===== src/rtl/mem_access_ctrl.sv =====
// MEM-stage initiator for the DataMemory port.
// Takes one load/store at a time over a valid/ready handshake, issues a
// registered Mem_Write_Read/word_byte command, waits READ_LAT cycles on
// loads, extends byte loads and returns the result over a response
// handshake. `stall` freezes earlier pipeline stages while busy.
//
// Handshake rules: a transfer happens on a rising clk edge where both
// valid and ready are 1. req_ready is 1 only in IDLE. resp_valid stays 1
// with resp_data/resp_err stable until resp_ready is seen. The controller
// never drops a response once it has raised resp_valid.
module mem_access_ctrl #(
    parameter int ADDR_W   = 32,
    parameter int DATA_W   = 32,
    parameter int READ_LAT = 1
) (
    input  logic              clk,
    input  logic              rst_n,
    input  logic              req_valid,
    output logic              req_ready,
    input  logic              req_write,
    input  logic              req_word,
    input  logic              req_signed,
    input  logic [ADDR_W-1:0] req_addr,
    input  logic [DATA_W-1:0] req_wdata,
    output logic              resp_valid,
    input  logic              resp_ready,
    output logic [DATA_W-1:0] resp_data,
    output logic              resp_err,
    output logic              stall,
    output logic [ADDR_W-1:0] Address,
    output logic [DATA_W-1:0] write_data,
    output logic [1:0]        Mem_Write_Read,
    output logic              word_byte,
    input  logic [DATA_W-1:0] Read_data
);

    localparam int CNT_W = (READ_LAT < 2) ? 1 : $clog2(READ_LAT + 1);

    localparam logic [1:0] CMD_IDLE  = 2'b00;
    localparam logic [1:0] CMD_WRITE = 2'b01;
    localparam logic [1:0] CMD_READ  = 2'b10;

    typedef enum logic [1:0] {
        S_IDLE = 2'd0,
        S_WR   = 2'd1,
        S_RD   = 2'd2,
        S_RESP = 2'd3
    } state_t;

    // Current state is kept as a named signal so it can be probed directly.
    state_t state, state_n;

    logic [ADDR_W-1:0] addr_q,  addr_n;
    logic [DATA_W-1:0] wdata_q, wdata_n;
    logic [1:0]        cmd_q,   cmd_n;
    logic              wb_q,    wb_n;
    logic              sgn_q,   sgn_n;
    logic [DATA_W-1:0] rdata_q, rdata_n;
    logic              err_q,   err_n;
    logic [CNT_W-1:0]  cnt_q,   cnt_n;

    logic [DATA_W-1:0] byte_ext;

    // Byte load result: extend the low byte of the returned word.
    always_comb begin
        byte_ext = '0;
        if (sgn_q) begin
            byte_ext = {{(DATA_W-8){Read_data[7]}}, Read_data[7:0]};
        end else begin
            byte_ext = {{(DATA_W-8){1'b0}}, Read_data[7:0]};
        end
    end

    // Next-state and next-value logic for all registered outputs.
    always_comb begin
        state_n = state;
        addr_n  = addr_q;
        wdata_n = wdata_q;
        cmd_n   = cmd_q;
        wb_n    = wb_q;
        sgn_n   = sgn_q;
        rdata_n = rdata_q;
        err_n   = err_q;
        cnt_n   = cnt_q;

        case (state)
            S_IDLE: begin
                cmd_n = CMD_IDLE;
                if (req_valid) begin
                    addr_n  = req_addr;
                    wdata_n = req_wdata;
                    wb_n    = req_word;
                    sgn_n   = req_signed;
                    if (req_word && (req_addr[1:0] != 2'b00)) begin
                        // Misaligned word: answer with an error, touch no memory.
                        state_n = S_RESP;
                        err_n   = 1'b1;
                        rdata_n = '0;
                    end else if (req_write) begin
                        state_n = S_WR;
                        cmd_n   = CMD_WRITE;
                    end else begin
                        state_n = S_RD;
                        cmd_n   = CMD_READ;
                        cnt_n   = CNT_W'(READ_LAT);
                    end
                end
            end
            S_WR: begin
                // Write command lives exactly one cycle.
                state_n = S_RESP;
                cmd_n   = CMD_IDLE;
                rdata_n = '0;
                err_n   = 1'b0;
            end
            S_RD: begin
                cnt_n = cnt_q - CNT_W'(1);
                if (cnt_n == '0) begin
                    state_n = S_RESP;
                    cmd_n   = CMD_IDLE;
                    err_n   = 1'b0;
                    rdata_n = wb_q ? Read_data : byte_ext;
                end
            end
            S_RESP: begin
                cmd_n = CMD_IDLE;
                if (resp_ready) begin
                    state_n = S_IDLE;
                end
            end
            default: begin
                state_n = S_IDLE;
                cmd_n   = CMD_IDLE;
            end
        endcase
    end

    // State and registered command/response outputs; reset aborts any access.
    always_ff @(posedge clk or negedge rst_n) begin
        if (!rst_n) begin
            state   <= S_IDLE;
            addr_q  <= '0;
            wdata_q <= '0;
            cmd_q   <= CMD_IDLE;
            wb_q    <= 1'b0;
            sgn_q   <= 1'b0;
            rdata_q <= '0;
            err_q   <= 1'b0;
            cnt_q   <= '0;
        end else begin
            state   <= state_n;
            addr_q  <= addr_n;
            wdata_q <= wdata_n;
            cmd_q   <= cmd_n;
            wb_q    <= wb_n;
            sgn_q   <= sgn_n;
            rdata_q <= rdata_n;
            err_q   <= err_n;
            cnt_q   <= cnt_n;
        end
    end

    assign req_ready      = (state == S_IDLE);
    assign resp_valid     = (state == S_RESP);
    assign stall          = (state == S_WR) || (state == S_RD) ||
                            ((state == S_RESP) && !resp_ready);
    assign resp_data      = rdata_q;
    assign resp_err       = err_q;
    assign Address        = addr_q;
    assign write_data     = wdata_q;
    assign Mem_Write_Read = cmd_q;
    assign word_byte      = wb_q;

endmodule


===== config.mk =====
export PLATFORM = sky130hd
export DESIGN_NAME = mem_access_ctrl
export DESIGN_NICKNAME = d
export VERILOG_FILES = /design/src/rtl/mem_access_ctrl.sv
export SDC_FILE = /design/constraint.sdc
export NUM_CORES = 1
export LEC_CHECK = 0
export ABC_AREA = 1
export CAP_MARGIN = 10
export CORE_MARGIN = 1
export CORE_UTILIZATION = 40
export CTS_CLUSTER_SIZE = 25
export DETAILED_ROUTE_END_ITERATION = 8
export PLACE_DENSITY_LB_ADDON = 0.3
export SYNTH_ARGS = -nofsm -noshare
export SYNTH_HDL_FRONTEND = slang
export SYNTH_SLANG_ARGS = --single-unit

===== constraint.sdc =====
create_clock -name clk -period 4.5 [get_ports clk]
set_clock_uncertainty 0.05 [all_clocks]
set_input_delay 1.35 -clock clk [delete_from_list [all_inputs] [get_ports clk]]
set_output_delay 1.35 -clock clk [all_outputs]
set_load 0.05 [all_outputs]

==> Yosys cells after proc, flatten, opt, wreduce, memory -nomap -nowiden <==
Cells that the tools add are included.
{ "word_totals": {"ff_bits": 104, "in_bits": 103, "output_inout_bits": 103, "wordCells": 57} }
{ "classes": {"addsub": 1, "eq_ne": 9, "n_mux": 24, "reduce_logical": 14} }
{ "op_table": {"columns": ["cell", "n"], "rows": [
  ["2-to-1 mux 32 bit", 5],
  ["case mux 32 bit (3 select lines)", 1],
  ["2-to-1 mux 2 bit", 8],
  ["inequality test 2 bit (second input constant)", 4],
  ["case mux 2 bit (4 select lines)", 1],
  ["AND reduction 4 bit", 2],
  ["2-to-1 mux 1 bit", 6],
  ["case mux 2 bit (3 select lines)", 1],
  ["== test 2 bit (second input constant)", 2],
  ["inequality test 2 x 1 -> 1 bit (second input constant)", 2],
  ["nonzero test 2 bit", 2],
  ["case mux 1 bit (3 select lines)", 1],
  ["AND reduction 3 bit", 1],
  ["nonzero test 3 bit", 1],
  ["== test 2 x 1 -> 1 bit (second input constant)", 1],
  ["logical AND 1 bit", 2],
  ["zero test 2 bit", 1],
  ["logical OR 1 bit", 2],
  ["case mux 1 bit (2 select lines)", 1],
  ["AND reduction 2 bit", 1],
  ["OR reduction 2 bit", 1],
  ["zero test 1 bit", 1],
  ["subtractor 1 bit (second input constant)", 1]
]} }

==> Depth between registers and ports, before layout <==
{ "depth": {"ltp_word": 5, "mapped_depth": 10, "ltp_nobuf": 8} }

==> Least setup slack after synthesis <==
Ideal clock, no wire load.
{ "synth_path": {"kind": "input -> output", "from": "input port resp_ready", "to": "output port stall", "arrival_time_ns": 1.806, "t_required_ns": 3.100, "setup_slack_ns": 1.294, "stages": 3, "path_buffers": 0, "path_cell_list": "inv_1 > nand2_1 > nand2_1"} }
{ "synth_via": {"elab_chain_len": 3} }
{ "synth_lines": {"columns": ["element", "line_no", "text"], "rows": [
  ["start, declared", "26", "input logic resp_ready,"],
  ["zero test 1 bit", "166", "((state == S_RESP) && !resp_ready);"],
  ["logical AND 1 bit", "166", null],
  ["logical OR 1 bit", "165", "assign stall = (state == S_WR) || (state == S_RD) ||"],
  ["end, declared", "29", "output logic stall,"]
]} }
Every way passes these cells.

==> Worst setup path in the final report <==
Ends and elaborated chain as after synthesis.

==> results by group <==
Run status
  – Status: completed

Synth
  – Synth top area share: between 50% and 60%
  – Prevailing post-synth register cell: dfrtp_1
  – Syn Std Cell Area: 4640 um^2
  – Top cells by area, synth: dfrtp_1 56%, mux2_2 14%, nand2_1 11%
  – Yosys reg bits: approximately 100
  – FFs w/ async S/R, synth: 100%
  – Cells after synthesis: 458
  – Synthesis Warnings: 0
  – Distinct cells, synth: 21
  – Syn Nets: between 500 and 600
  – Number of flops mapped to enable cells by yosys: 0
  – Syn Area/Cell: approximately 10 um^2
  – Area leader, netlist: dfrtp_1
  – Seq/Total Area, Yosys: about 56%

Timing
  – Fmax: ~240 MHz
  – RSZ-0062 raised after global routing: false
  – TNS Setup: 0 ps
  – Worst hold slack: 421 ps
  – Max-Slew Margin vs Limit: around 48%
  – Setup WS post-layout: 380 ps
  – Max Slew Vio Count: 0
  – Hold Fails Final Rpt: 0
  – # setup viols final: 0
  – Period utilization: 91.5%
  – Final Critical Period: a little over 4000 ps
  – Slew @ Worst Pin: 784 ps

Global routing
  – Vias in the first global route: roughly 4k
  – All-Layer GR Usage: between 20% and 30%
  – First-pass GRT wire length: between 15000 and 20000 um
  – Initial antenna violation count: 0
  – Grt ovf: 0
  – Largest net degree at the start of global routing: 54

Critical path
  – Crit path launch type: primary input
  – R2r setup slk: between 2000 and 2500 ps
  – Crit path to: stall
  – RR Startpoint: state[0]$_DFFE_PN0P_
  – Reg2reg end: resp_data[29]$_DFFE_PN0P_
  – CP arrival: 2720 ps
  – Setup CP Type: in2out
  – Maximum fanout along the worst path: 2
  – CP required: 3100 ps
  – Worst setup EP type: output port
  – CP startpoint: resp_ready
  – Path depth of the worst reg2reg path: 8

Power and ir drop
  – Comb power frac: roughly 61%
  – Leak pwr: 3.38 nW
  – Pwr Total: approximately 6.4 mW
  – Sw Ratio: approximately 49%
  – P_sw: ~3.1 mW
  – Pwr per Cell Area: ~900 nW/um^2
  – Clk pwr share: 13.1%
  – Flop pwr share: between 20% and 30%
  – Int Pwr: about 3.2 mW
  – Max IR drop VDD: 568 uV

Clocking
  – Max clock buf depth: 2
  – CTS Buf Count: 9
  – Root Driver: clkbuf_16
  – Clk sinks: about 100
  – Post-CTS sizing: 0
  – # hold bufs at CTS: 0
  – Htree depth: 3
  – CTS tree: yes
  – Clock latency on the worst-skew pair: about 340 ps
  – Clk pin slew, worst setup/hold paths: roughly 70 ps
  – Post-CTS setup repair buffer count: 0

Floorplanning
  – Row Count: 38
  – IO Pins: 206
  – DIE AREA: between 10000 and 15000 um^2
  – Die Width: about 110 um
  – Starting Density: between 40% and 50%
  – Die Y: about 110 um
  – Area of the core: approximately 11000 um^2

Min path
  – Hold Path Origin: resp_err$_DFFE_PN0P_
  – Hold WC Path Type: reg2reg

Route
  – Post-route ant nets: 0
  – # DRC: 0
  – DR WL/cell: ~15 um
  – M1 wire length: roughly 4800 um
  – TritonRoute pass-1 iters: 4
  – Met3 wire len: ~1400 um
  – Top layer in use: met4
  – WL final: 12100 um
  – Initial DRC count: roughly 240
  – Detailed-route via count: between 3k and 4k
  – Routed length on met2: around 6000 um
  – Routed vias/inst: between 4 and 5

Final layout
  – Layout cells sized above 1: ~14%
  – Final net count: 761
  – Fin cells: ~800
  – Commonest non-fill, non-tap cell in the layout: clkdlybuf4s50_1
  – Area growth syn-to-layout: 52.5%
  – Most frequent cells in the layout: 204 x clkdlybuf4s50_1, 142 x nand2_1, 104 x dfrtp_1, 59 x mux2_2, 37 x inv_1
  – Inserted Diodes: 0
  – Fin util: a little under two thirds
  – Final instance area: between 7000 and 8000 um^2

Run
  – Max cap viols: 0

Place
  – Placed Instances: slightly below 800
  – Pre-CTS WS: around 380 ps
  – RD Place Congestion: slightly above 0.8
  – Cell area after placement: a little under 7000 um^2
  – Port Buffers: between 200 and 250
  – HPWL Detailed: about 8700 um
routing by layer:
layer / global-route usage [%] / up-vias
li1: - / 1825
met1: 24.2 / 1811
met2: 35.4 / 159
met3: 9.31 / 10
met4: 5.43 / 0
met5: 0 / -
power by group through the flow:
stage | Clock, mW | Combinational [mW] | Sequential, mW
2_1_floorplan | 0 | 1.18 | 3.15
3_3_place_gp | 0 | 3.87 | 1.62
3_5_place_dp | 0 | 3.92 | 1.65
4_1_cts | 0.860 | 3.93 | 1.64
5_1_grt | 0.891 | 4.14 | 1.69
6_report | 0.835 | 3.90 | 1.64
cell type report:
cell class	instances	area [um^2]
multi-input cells	291	1730
flip-flops and latches	104	2600
inverters	38	143
fillers	932	4010
repair buffers	210	2100
well taps	140	175
clock inverters	5	80.1
clock buffers	11	243
registers in the layout (all words and copies together) (netlist names):
| signal | count |
|---|---|
| write_data | 32 |
| resp_err | 1 |
| Address | 32 |
| sgn_q | 1 |
| word_byte | 1 |
| state | 2 |
| cnt_q | 1 |
| Mem_Write_Read | 2 |
| resp_data | 32 |
worst max-delay path, cell delays in order:
cell,delay [ps]
clkdlybuf4s50_1,400
inv_1,50
nand2_1,60
nand2_1,70
clkdlybuf4s50_1,790
worst min path at each step:
stage / to / slack (ps) / cells past startpoint
after floorplan: cnt_q$_DFFE_PN0P_ / 410 / 2
after global placement: resp_data[3]$_DFFE_PN0P_ / 400 / 2
after detailed placement: resp_err$_DFFE_PN0P_ / 410 / 2
after CTS: resp_err$_DFFE_PN0P_ / 430 / 2
after global routing: resp_err$_DFFE_PN0P_ / 440 / 2
final: resp_err$_DFFE_PN0P_ / 420 / 2
cell families (layout without fill, tap and decap cells):
group                    after synthesis  after routing  share of synthesized area, %
AND/OR/NAND/NOR                      216            216                          19.6
flip-flops                           104            104                          56.1
multiplexers                          63             63                          15.6
buffers and inverters                 63            264                          6.64
AO/OA/AOI/OAI                          8              8                         0.864
adder cells (fa/ha/maj)                4              4                          1.08
cell usage after synthesis, types with 4 or more instances:
cell type and number:
mux2_4 4, mux2_2 59, clkbuf_1 5, nand3_1 31, dfrtp_1 104, nor2_1 30
ha_1 4, nand2_1 142, inv_1 37, buf_6 5, nand3b_1 8, buf_2 9
buf_4 6, o21ai_0 4
No activity file was read; power rests on OpenSTA's default activity.
